File: src/rtl/mc_pkg.sv
// mc_pkg: shared encodings for the multi-cycle MIPS control unit.
//   - state_t : controller states
//   - OP_*    : supported IR[31:26] opcodes
//   - FN_*    : supported R-type IR[5:0] functs
//   - ALU_*   : aluop encodings, shared with the ALU
package mc_pkg;

  typedef enum logic [3:0] {
    FETCH,
    DECODE,
    EXE,
    WB,
    MADR,
    MRD,
    MWB,
    MWR,
    BR,
    JMP
  } state_t;

  localparam logic [5:0] OP_RTYPE = 6'b000000;
  localparam logic [5:0] OP_ORI   = 6'b001101;
  localparam logic [5:0] OP_LUI   = 6'b001111;
  localparam logic [5:0] OP_LW    = 6'b100011;
  localparam logic [5:0] OP_SW    = 6'b101011;
  localparam logic [5:0] OP_BEQ   = 6'b000100;
  localparam logic [5:0] OP_J     = 6'b000010;

  localparam logic [5:0] FN_ADD   = 6'b100000;
  localparam logic [5:0] FN_ADDU  = 6'b100001;
  localparam logic [5:0] FN_SUBU  = 6'b100011;
  localparam logic [5:0] FN_SLT   = 6'b101010;

  localparam logic [2:0] ALU_ADD  = 3'b000;
  localparam logic [2:0] ALU_OR   = 3'b001;
  localparam logic [2:0] ALU_SLT  = 3'b010;
  localparam logic [2:0] ALU_SUB  = 3'b011;
  localparam logic [2:0] ALU_LUI  = 3'b100;

  // True for the R-type functs this controller implements.
  function automatic logic rfunct_legal(input logic [5:0] funct);
    return (funct == FN_ADD) || (funct == FN_ADDU) ||
           (funct == FN_SUBU) || (funct == FN_SLT);
  endfunction

endpackage

File: src/rtl/mc_aluop_dec.sv
// mc_aluop_dec: combinational ALU-control decode.
//   state     in  current controller state
//   op        in  IR[31:26]
//   funct     in  IR[5:0]
//   aluop     out ALU operation select
//   alu_src_b out 0 rt data, 1 extended immediate
//   ext_sign  out 1 sign-extend, 0 zero-extend
module mc_aluop_dec
  import mc_pkg::*;
(
  input  state_t     state,
  input  logic [5:0] op,
  input  logic [5:0] funct,
  output logic [2:0] aluop,
  output logic       alu_src_b,
  output logic       ext_sign
);

  always_comb begin
    aluop     = ALU_ADD;
    alu_src_b = 1'b0;
    ext_sign  = 1'b0;
    unique case (state)
      EXE: begin
        case (op)
          OP_RTYPE: begin
            case (funct)
              FN_SUBU: aluop = ALU_SUB;
              FN_SLT:  aluop = ALU_SLT;
              default: aluop = ALU_ADD;  // add, addu
            endcase
          end
          OP_ORI: begin
            aluop     = ALU_OR;
            alu_src_b = 1'b1;
          end
          OP_LUI: begin
            aluop     = ALU_LUI;
            alu_src_b = 1'b1;
          end
          default: aluop = ALU_ADD;
        endcase
      end
      MADR: begin
        aluop     = ALU_ADD;
        alu_src_b = 1'b1;
        ext_sign  = 1'b1;
      end
      BR: aluop = ALU_SUB;
      default: aluop = ALU_ADD;
    endcase
  end

endmodule

File: src/rtl/mc_ctrl.sv
// mc_ctrl: multi-cycle MIPS control unit (ALU-interface initiator).
//   clk        in  clock, rising edge
//   rst_n      in  asynchronous active-low reset
//   op, funct  in  IR fields, valid from DECODE onward
//   zero       in  ALU result == 0
//   oflow      in  ALU signed-add overflow
//   aluop      out ALU operation
//   pc_wr      out PC load enable
//   npc_sel    out next-PC select (00 PC+4, 01 branch, 10 jump)
//   ir_wr      out IR load enable
//   reg_wr     out register-file write enable
//   reg_dst    out 0 rt, 1 rd
//   mem_to_reg out 0 ALUOut, 1 MDR
//   alu_src_b  out 0 rt data, 1 immediate
//   ext_sign   out 1 sign-extend, 0 zero-extend
//   mem_wr     out data-memory write enable
//   ovf        out pulse when an add result is discarded
module mc_ctrl
  import mc_pkg::*;
(
  input  logic       clk,
  input  logic       rst_n,
  input  logic [5:0] op,
  input  logic [5:0] funct,
  input  logic       zero,
  input  logic       oflow,
  output logic [2:0] aluop,
  output logic       pc_wr,
  output logic [1:0] npc_sel,
  output logic       ir_wr,
  output logic       reg_wr,
  output logic       reg_dst,
  output logic       mem_to_reg,
  output logic       alu_src_b,
  output logic       ext_sign,
  output logic       mem_wr,
  output logic       ovf
);

  state_t state_reg;
  state_t state_next;
  logic   ovf_q;

  logic       is_add;
  logic [2:0] aluop_dec;
  logic       alu_src_b_dec;
  logic       ext_sign_dec;

  logic       pc_wr_dec;
  logic [1:0] npc_sel_dec;
  logic       ir_wr_dec;
  logic       reg_wr_dec;
  logic       reg_dst_dec;
  logic       mem_to_reg_dec;
  logic       mem_wr_dec;
  logic       ovf_dec;

  assign is_add = (op == OP_RTYPE) && (funct == FN_ADD);

  mc_aluop_dec u_aluop_dec (
    .state     (state_reg),
    .op        (op),
    .funct     (funct),
    .aluop     (aluop_dec),
    .alu_src_b (alu_src_b_dec),
    .ext_sign  (ext_sign_dec)
  );

  // Next-state logic.
  always_comb begin
    state_next = FETCH;
    unique case (state_reg)
      FETCH:  state_next = DECODE;
      DECODE: begin
        case (op)
          OP_RTYPE:      state_next = rfunct_legal(funct) ? EXE : FETCH;
          OP_ORI, OP_LUI: state_next = EXE;
          OP_LW, OP_SW:  state_next = MADR;
          OP_BEQ:        state_next = BR;
          OP_J:          state_next = JMP;
          default:       state_next = FETCH;  // illegal: NOP
        endcase
      end
      EXE:  state_next = WB;
      MADR: state_next = (op == OP_LW) ? MRD : MWR;
      MRD:  state_next = MWB;
      default: state_next = FETCH;  // WB, MWB, MWR, BR, JMP
    endcase
  end

  // State register plus the overflow flag. ovf_q is loaded only while in
  // EXE, so the ALU overflow is sampled exactly once per add.
  always_ff @(posedge clk or negedge rst_n) begin
    if (!rst_n) begin
      state_reg <= FETCH;
      ovf_q     <= 1'b0;
    end else begin
      state_reg <= state_next;
      if (state_reg == EXE) begin
        ovf_q <= is_add & oflow;
      end else if (state_reg == WB) begin
        ovf_q <= 1'b0;
      end
    end
  end

  // Enable decode: a function of state (and IR), except pc_wr in BR which
  // follows zero in the same cycle.
  always_comb begin
    pc_wr_dec      = 1'b0;
    npc_sel_dec    = 2'b00;
    ir_wr_dec      = 1'b0;
    reg_wr_dec     = 1'b0;
    reg_dst_dec    = 1'b0;
    mem_to_reg_dec = 1'b0;
    mem_wr_dec     = 1'b0;
    ovf_dec        = 1'b0;
    unique case (state_reg)
      FETCH: begin
        ir_wr_dec = 1'b1;
        pc_wr_dec = 1'b1;
      end
      WB: begin
        reg_wr_dec  = ~ovf_q;
        reg_dst_dec = (op == OP_RTYPE);
        ovf_dec     = ovf_q;
      end
      MWB: begin
        reg_wr_dec     = 1'b1;
        mem_to_reg_dec = 1'b1;
      end
      MWR: mem_wr_dec = 1'b1;
      BR: begin
        npc_sel_dec = 2'b01;
        pc_wr_dec   = zero;
      end
      JMP: begin
        npc_sel_dec = 2'b10;
        pc_wr_dec   = 1'b1;
      end
      default: ;
    endcase
  end

  // Holding rst_n low silences every output, including the FETCH enables
  // that the reset state would otherwise assert.
  assign aluop      = rst_n ? aluop_dec : 3'b000;
  assign alu_src_b  = rst_n & alu_src_b_dec;
  assign ext_sign   = rst_n & ext_sign_dec;
  assign pc_wr      = rst_n & pc_wr_dec;
  assign npc_sel    = rst_n ? npc_sel_dec : 2'b00;
  assign ir_wr      = rst_n & ir_wr_dec;
  assign reg_wr     = rst_n & reg_wr_dec;
  assign reg_dst    = rst_n & reg_dst_dec;
  assign mem_to_reg = rst_n & mem_to_reg_dec;
  assign mem_wr     = rst_n & mem_wr_dec;
  assign ovf        = rst_n & ovf_dec;

endmodule

File: config.mk
export PLATFORM = sky130hd
export DESIGN_NAME = mc_ctrl
export DESIGN_NICKNAME = d
export VERILOG_FILES = /design/src/rtl/mc_pkg.sv /design/src/rtl/mc_aluop_dec.sv /design/src/rtl/mc_ctrl.sv
export SDC_FILE = /design/constraint.sdc
export NUM_CORES = 1
export LEC_CHECK = 0
export ABC_AREA = 1
export CAP_MARGIN = 20
export CORE_MARGIN = 5
export CORE_UTILIZATION = 30
export CTS_BUF_LIST = sky130_fd_sc_hd__clkbuf_8
export DETAILED_ROUTE_END_ITERATION = 8
export HOLD_SLACK_MARGIN = 0.05
export SETUP_SLACK_MARGIN = 0.05
export SLEW_MARGIN = 20
export SYNTH_ARGS = -nofsm -noshare
export SYNTH_HDL_FRONTEND = slang
export SYNTH_SLANG_ARGS = --single-unit
File: constraint.sdc
create_clock -name clk -period 3.1 [get_ports clk]
set_input_delay 0.31 -clock clk [delete_from_list [all_inputs] [get_ports clk]]
set_output_delay 0.31 -clock clk [all_outputs]
set_load 0.005 [all_outputs]
==> reports/qor.txt, run 1 <==
================================================================================
Req. time, crit path                                                     2.79 ns
CTS Root Buffer Type                                                    clkbuf_8
Reported leakage power                                                  0.430 nW
Number of sinks driven by the clock tree                                       5
Area of the core                                                      1920 sq um
Clock skew                                                            0.00146 ns
Hold Crit Class                                                      in -> async
Netlist cell types                                                            20
Share of the synthesized area in the top cell type                         0.211
Total of flip-flops plus latches after synthesis                               5
Number of antenna violations at the first check in global routing              0
Number of max-cap violations                                                   0
Largest area contributor in the netlist                                  dfrtp_1
Switching share of power                                                   0.394
R2r setup slk                                                            1.99 ns
Insertion delay of the later-clocked pin in the worst-skew pair          0.22 ns
Final layout net count                                                       152
Post-Syn Instances                                                           103
Post CTS Setup Buffer Count                                                    0
Final setup fails                                                              0
Int Pwr                                                               0.000253 W
Number of buffers inserted by hold repair at cts                               0
Area added between synthesis and finish                                    60.5%
Detailed-route wire length per cell                                      9.04 um
Reg-to-reg startpoint                                               state_reg[1]
Ys async rst share                                                          1.00
Vias in the first global route                                               635
Register area share after synthesis                                        0.211
Detail Placement HPWL                                                    1300 um
Area used by multi-input combinational logic                           380 sq um
Pins Over Slew Limit                                                           0
Detailed-routing iteration count for the pre-antenna-repair pass               4
Peak Freq                                                                433 MHz
Syn_area_per_cell                                                     5.75 sq um
Setup repair after global routing missed its margin                        false
Largest net degree at the start of global routing                             10
Launching instance or port of the critical path                            rst_n
Worst Max-Slew Pin Slew                                                 0.360 ns
Worst relative slew slack                                                  0.759
Antenna diode count                                                            0
Worst slack, placed                                                     0.767 ns
Terminus of the critical flop-to-flop path                          state_reg[1]
Highest ir drop seen on vdd                                             0.179 mV
Number of nets produced by synthesis                                         119
Final global-route overflow total                                              0
DRC errors left                                                                0
Part of the total power dissipated in combinational logic                  0.465
Worst setup slack after layout                                          0.788 ns
Number of port buffers                                                        29
Crit-path max FO                                                               9
Maximum number of buffers from clock root to sink                              2
Top-count cell post-synth                                                 nor2_1
Drt initial violations                                                        12
Die area                                                              2960 sq um
Switching power of the nets                                           0.000165 W
Final cycle utilization of the critical path                               0.746
Kind of start point of the critical path                               input pin
Number of primary I/O pins                                                    30
First-pass GRT wire length                                               2570 um
Routability cong.                                                          0.745
Power density of the placed cells                                    441 nW/um^2
Outcome                                                             finished clean
Clock tree from TritonCTS                                                   done
CTS clock-pin slew for the worst setup and hold paths                    0.03 ns
ANT nets after route                                                           0
Share of layout cells above drive strength 1                               0.119
Register area                                                          125 sq um
Combined area of all synthesized cells                                 592 sq um
Clock Power Share                                                          0.273
Worst R2R Path Depth                                                           7
Arrival time reported for the critical path endpoint                     2.00 ns
Vias per Instance                                                           4.40
Number of rows in the core area                                               16
Top post-synthesis cells by count                                   nor2_1, nand2_1, inv_1, nand3_1, dfrtp_1
Number of synthesized flops with an enable pin                                 0
Overall Global Routing Usage                                               0.117
Total detailed-routing wirelength                                        1460 um
TritonCTS buffer count                                                         3
Yosys synthesis warning count                                                  0
Level count of the clock H-tree                                                1
Ys flop type                                                             dfrtp_1
Crit path capture type                                                output pin
Initial core utilization                                                   0.308
Die width                                                                54.4 um
Sequential Power Share                                                     0.261
Synth area leaders                                                  dfrtp_1, nor2_1, nand2_1
Total negative setup slack                                                  0 ns
Termination of the worst setup path                                     aluop[1]
Die Y-Extent                                                             54.4 um
Worst Path Class, Setup                                                in -> out
Post-CTS sizing                                                                0
Via total after detailed routing                                             712
Post-layout min period                                                   2.31 ns
Hold Fails Final Rpt                                                           0
Fillers                                                                      202
Max FFs per register                                                           4
================================================================================
[logic make-up (layout without fill, tap and decap cells)]
logic type / count (synthesis) / after routing / synth area share
simple gates: 68 / 68 / 0.564
buf+inv: 21 / 53 / 0.146
compound gates: 9 / 9 / 0.0782
flops: 5 / 5 / 0.211
[power by group through the flow]
stage	clock (W)	sequential (W)	combinational (W)
6_report	0.000114	0.000109	0.000195
5_1_grt	0.000122	0.000111	0.000219
4_1_cts	0.000117	0.000108	0.000198
3_5_place_dp	0	0.000109	0.000197
3_3_place_gp	0	0.000108	0.000197
2_1_floorplan	0	0.0000988	0.000136
[critical path, cell delays in order]
cell and delay (ns):
clkdlybuf4s50_1 0.68, inv_1 0.16, nor2_4 0.16, nand3_1 0.10
nand3_1 0.09, clkdlybuf4s50_1 0.50
[routing by layer]
layer,vias up,routed length (um),part of all wire,track usage
li1,388,-,-,-
met1,303,677,0.46,0.144
met2,21,694,0.47,0.187
met3,0,92,0.063,0.0436
met4,0,0,0,0.0373
met5,-,0,0,0
[how the worst min path moves through the flow]
stage	startpoint	end	slack [ns]	cells after the start
after floorplan	rst_n	ovf_q	0.01	0
after global placement	ovf_q	ovf_q	0.56	2
after detailed placement	ovf_q	ovf_q	0.56	2
after CTS	rst_n	state_reg[2]	0.38	1
after global routing	rst_n	state_reg[2]	0.40	1
final	rst_n	state_reg[2]	0.37	1
[through the flow]
stage / instances / area [sq um] / hold WS (ns) / util / power [W]
4_1_cts: 162 / 950 / 0.377 / 0.494 / 0.000423
6_report: 162 / 950 / 0.374 / 0.494 / 0.000418
3_3_place_gp: 158 / 905 / 0.559 / 0.471 / 0.000305
5_1_grt: 162 / 950 / 0.399 / 0.494 / 0.000452
2_1_floorplan: 103 / 592 / 0.0144 / - / 0.000235
3_5_place_dp: 158 / 905 / 0.559 / 0.471 / 0.000306
[cell usage in the layout, fill, tap and decap left out, drive strengths merged]
master / instances
clkdlybuf4s50: 29
nor2: 28
nand2: 22
inv: 21
nand3: 10
o21ai: 6
dfrtp: 5
nand4: 4
clkbuf: 3
nor3: 3
a21oi: 2
nand3b: 1
o22ai: 1
[layout make-up]
class,instances,share of cell area
tap,27,0.0356
multi-input combinational,77,0.401
sequential,5,0.132
clock inverter,1,0.00395
timing repair buffer,29,0.306
clock buffer,3,0.0435
inverter,20,0.0791
Power figures use the tool's default switching activity.
==> inputs of run 2 (changes only) <==
PLACE_DENSITY = 0.66   (was unset)
clock period = 1.95 ns   (was 3.1 ns; I/O delays follow)
==> run 2 against run 1 <==
Via count up 11%. Clock skew is 0.0014 ns lower. Design area rose by 16%. First-iteration DRC count grew 58%. Non-clock buffer count is 14 higher.
==> reports/qor.txt, run 2 (synthesized netlist as in run 1, its figures left out) <==
================================================================================
Crit-path max FO                                                               6   was 9
Termination of the worst setup path                                        ir_wr   was aluop[1]
DRC errors left                                                                0   unchanged
Area of the core                                                      1920 sq um   unchanged
Hold Fails Final Rpt                                                           0   unchanged
Hold Crit Class                                                      in -> async   unchanged
Worst setup slack after layout                                         0.0901 ns   was 0.788 ns
Max FFs per register                                                           4   unchanged
Final global-route overflow total                                              0   unchanged
CTS Root Buffer Type                                                    clkbuf_8   unchanged
Worst Max-Slew Pin Slew                                                 0.208 ns   was 0.360 ns
Insertion delay of the later-clocked pin in the worst-skew pair          0.22 ns   about the same
Die width                                                                54.4 um   unchanged
Combined buffer and inverter count along the critical path                     3   unchanged
Drt initial violations                                                        19   was 12
Power density of the placed cells                                    703 nW/um^2   was 441 nW/um^2
Worst relative slew slack                                                  0.861   was 0.759
Number of rows in the core area                                               16   unchanged
Req. time, crit path                                                     1.75 ns   was 2.79 ns
Die area                                                              2960 sq um   unchanged
Highest-delay cell along the critical path                          clkdlybuf4s50_1   unchanged
Peak Freq                                                                538 MHz
Die Y-Extent                                                             54.4 um   unchanged
Highest-count cells in the layout ignoring fill and taps            nand2_1, clkdlybuf4s50_1, nor2_1   was clkdlybuf4s50_1, nor2_1, nand2_1
Launching instance or port of the critical path                     state_reg[1]   was rst_n
Largest net degree at the start of global routing                              9   was 10
Detail Placement HPWL                                                    1500 um   was 1300 um
Number of antenna violations at the first check in global routing              0   unchanged
Highest ir drop seen on vdd                                             0.595 mV   was 0.179 mV
TritonCTS buffer count                                                         3   unchanged
Initial core utilization                                                   0.308   unchanged
Clock skew                                                          0.0000685 ns   was 0.00146 ns
Detailed-route wire length per cell                                      10.4 um   was 9.04 um
Reg-to-reg startpoint                                               state_reg[1]   unchanged
Chain of cells forming the critical path                            nor2_4 -> inv_2 -> nor3_2 -> buf_4 -> clkdlybuf4s50_1   was clkdlybuf4s50_1 -> inv_1 -> nor2_4 -> nand3_1 -> nand3_1 -> clkdlybuf4s50_1
Crit path capture type                                                output pin   unchanged
Worst R2R Path Depth                                                           6   was 7
First-pass GRT wire length                                               2730 um   was 2570 um
Number of logic stages on the critical path including buffering                5   was 6
Level count of the clock H-tree                                                1   unchanged
Maximum number of buffers from clock root to sink                              2   unchanged
Final layout net count                                                       166   was 152
ANT nets after route                                                           0   unchanged
Outcome                                                             finished clean   unchanged
Setup repair after global routing missed its margin                         true   was false
Worst slack, placed                                                   0.00459 ns   was 0.767 ns
Terminus of the critical flop-to-flop path                          state_reg[3]   was state_reg[1]
Vias in the first global route                                               664   was 635
Pins Over Slew Limit                                                           0   unchanged
Via total after detailed routing                                             792   was 712
Kind of start point of the critical path                                register   was input pin
Overall Global Routing Usage                                               0.128   was 0.117
Worst Path Class, Setup                                               reg -> out   was in -> out
Number of max-cap violations                                                   0   unchanged
Clock tree from TritonCTS                                                   done   unchanged
R2r setup slk                                                            0.73 ns   was 1.99 ns
Routability cong.                                                          0.842   was 0.745
Number of primary I/O pins                                                    30   unchanged
Detailed-routing iteration count for the pre-antenna-repair pass               6   was 4
Antenna diode count                                                            0   unchanged
Vias per Instance                                                           4.50   was 4.40
Post-layout min period                                                   1.86 ns
Number of sinks driven by the clock tree                                       5   unchanged
Total detailed-routing wirelength                                        1840 um   was 1460 um
Number of buffers inserted by hold repair at cts                               0   unchanged
Biggest cell delay along the critical path                               0.48 ns   was 0.68 ns
Arrival time reported for the critical path endpoint                     1.66 ns   was 2.00 ns
Final setup fails                                                              0   unchanged
CTS clock-pin slew for the worst setup and hold paths                    0.03 ns   about the same
Final cycle utilization of the critical path                               0.954
Number of port buffers                                                        29   unchanged
Dominant delay contributor by cell family on the critical path      buffers and inverters   unchanged
Share of layout cells above drive strength 1                               0.255   was 0.119
Total negative setup slack                                                  0 ns   unchanged
Area added between synthesis and finish                                    86.5%   was 60.5%
Reported leakage power                                                  0.585 nW   was 0.430 nW
================================================================================
[run 2: through the flow]
step                hold WS (ns)  instances  utilization  power, W  instance area [sq um]
global placement           0.586        165        0.498  0.000496                    957
finish                     0.114        176        0.574  0.000775                   1100
floorplan                 -0.101        103            -  0.000374                    592
detailed placement         0.602        165        0.498  0.000500                    957
global route               0.135        176        0.574  0.000838                   1100
CTS                        0.105        170        0.530  0.000703                   1020
[run 2: final cells by class]
cell class	instances	area, sq um
Fill cell	210	818
Timing Repair Buffer	43	413
Multi-Input combinational cell	77	408
Sequential cell	5	129
Inverter	20	75.1
Clock buffer	3	41.3
Tap cell	27	33.8
Clock inverter	1	3.75
[run 2: power by group]
| group | internal, W | leakage, nW | switching [W] |
|---|---|---|---|
| Clock | 0.000135 | 0.0269 | 0.0000503 |
| Sequential | 0.000133 | 0.0627 | 0.0000530 |
| Combinational | 0.000202 | 0.495 | 0.000202 |
| Total | 0.000470 | 0.585 | 0.000305 |
[run 2: worst min-delay path by stage]
stage | start | endpoint | slack [ns]
final | rst_n | ovf_q | 0.11
after global routing | rst_n | ovf_q | 0.13
after CTS | rst_n | ovf_q | 0.10
after detailed placement | rst_n | ovf_q | 0.60
after global placement | rst_n | ovf_q | 0.59
after floorplan | rst_n | ovf_q | -0.10
[run 2: metal layers]
metal / track usage / up-vias / share of wire
li1: - / 419 / -
met1: 0.152 / 350 / 0.42
met2: 0.221 / 23 / 0.51
met3: 0.0518 / 0 / 0.069
met4: 0.0124 / 0 / 0
met5: 0 / - / 0
[run 2: timing repair]
item / 4_1_cts / 5_1_grt
setup buffers: 1 / 6
gates resized for setup: 8 / 10
endpoints found under the setup margin: 7 / 5
gates cloned: 0 / 0
pin swaps: 1 / 5
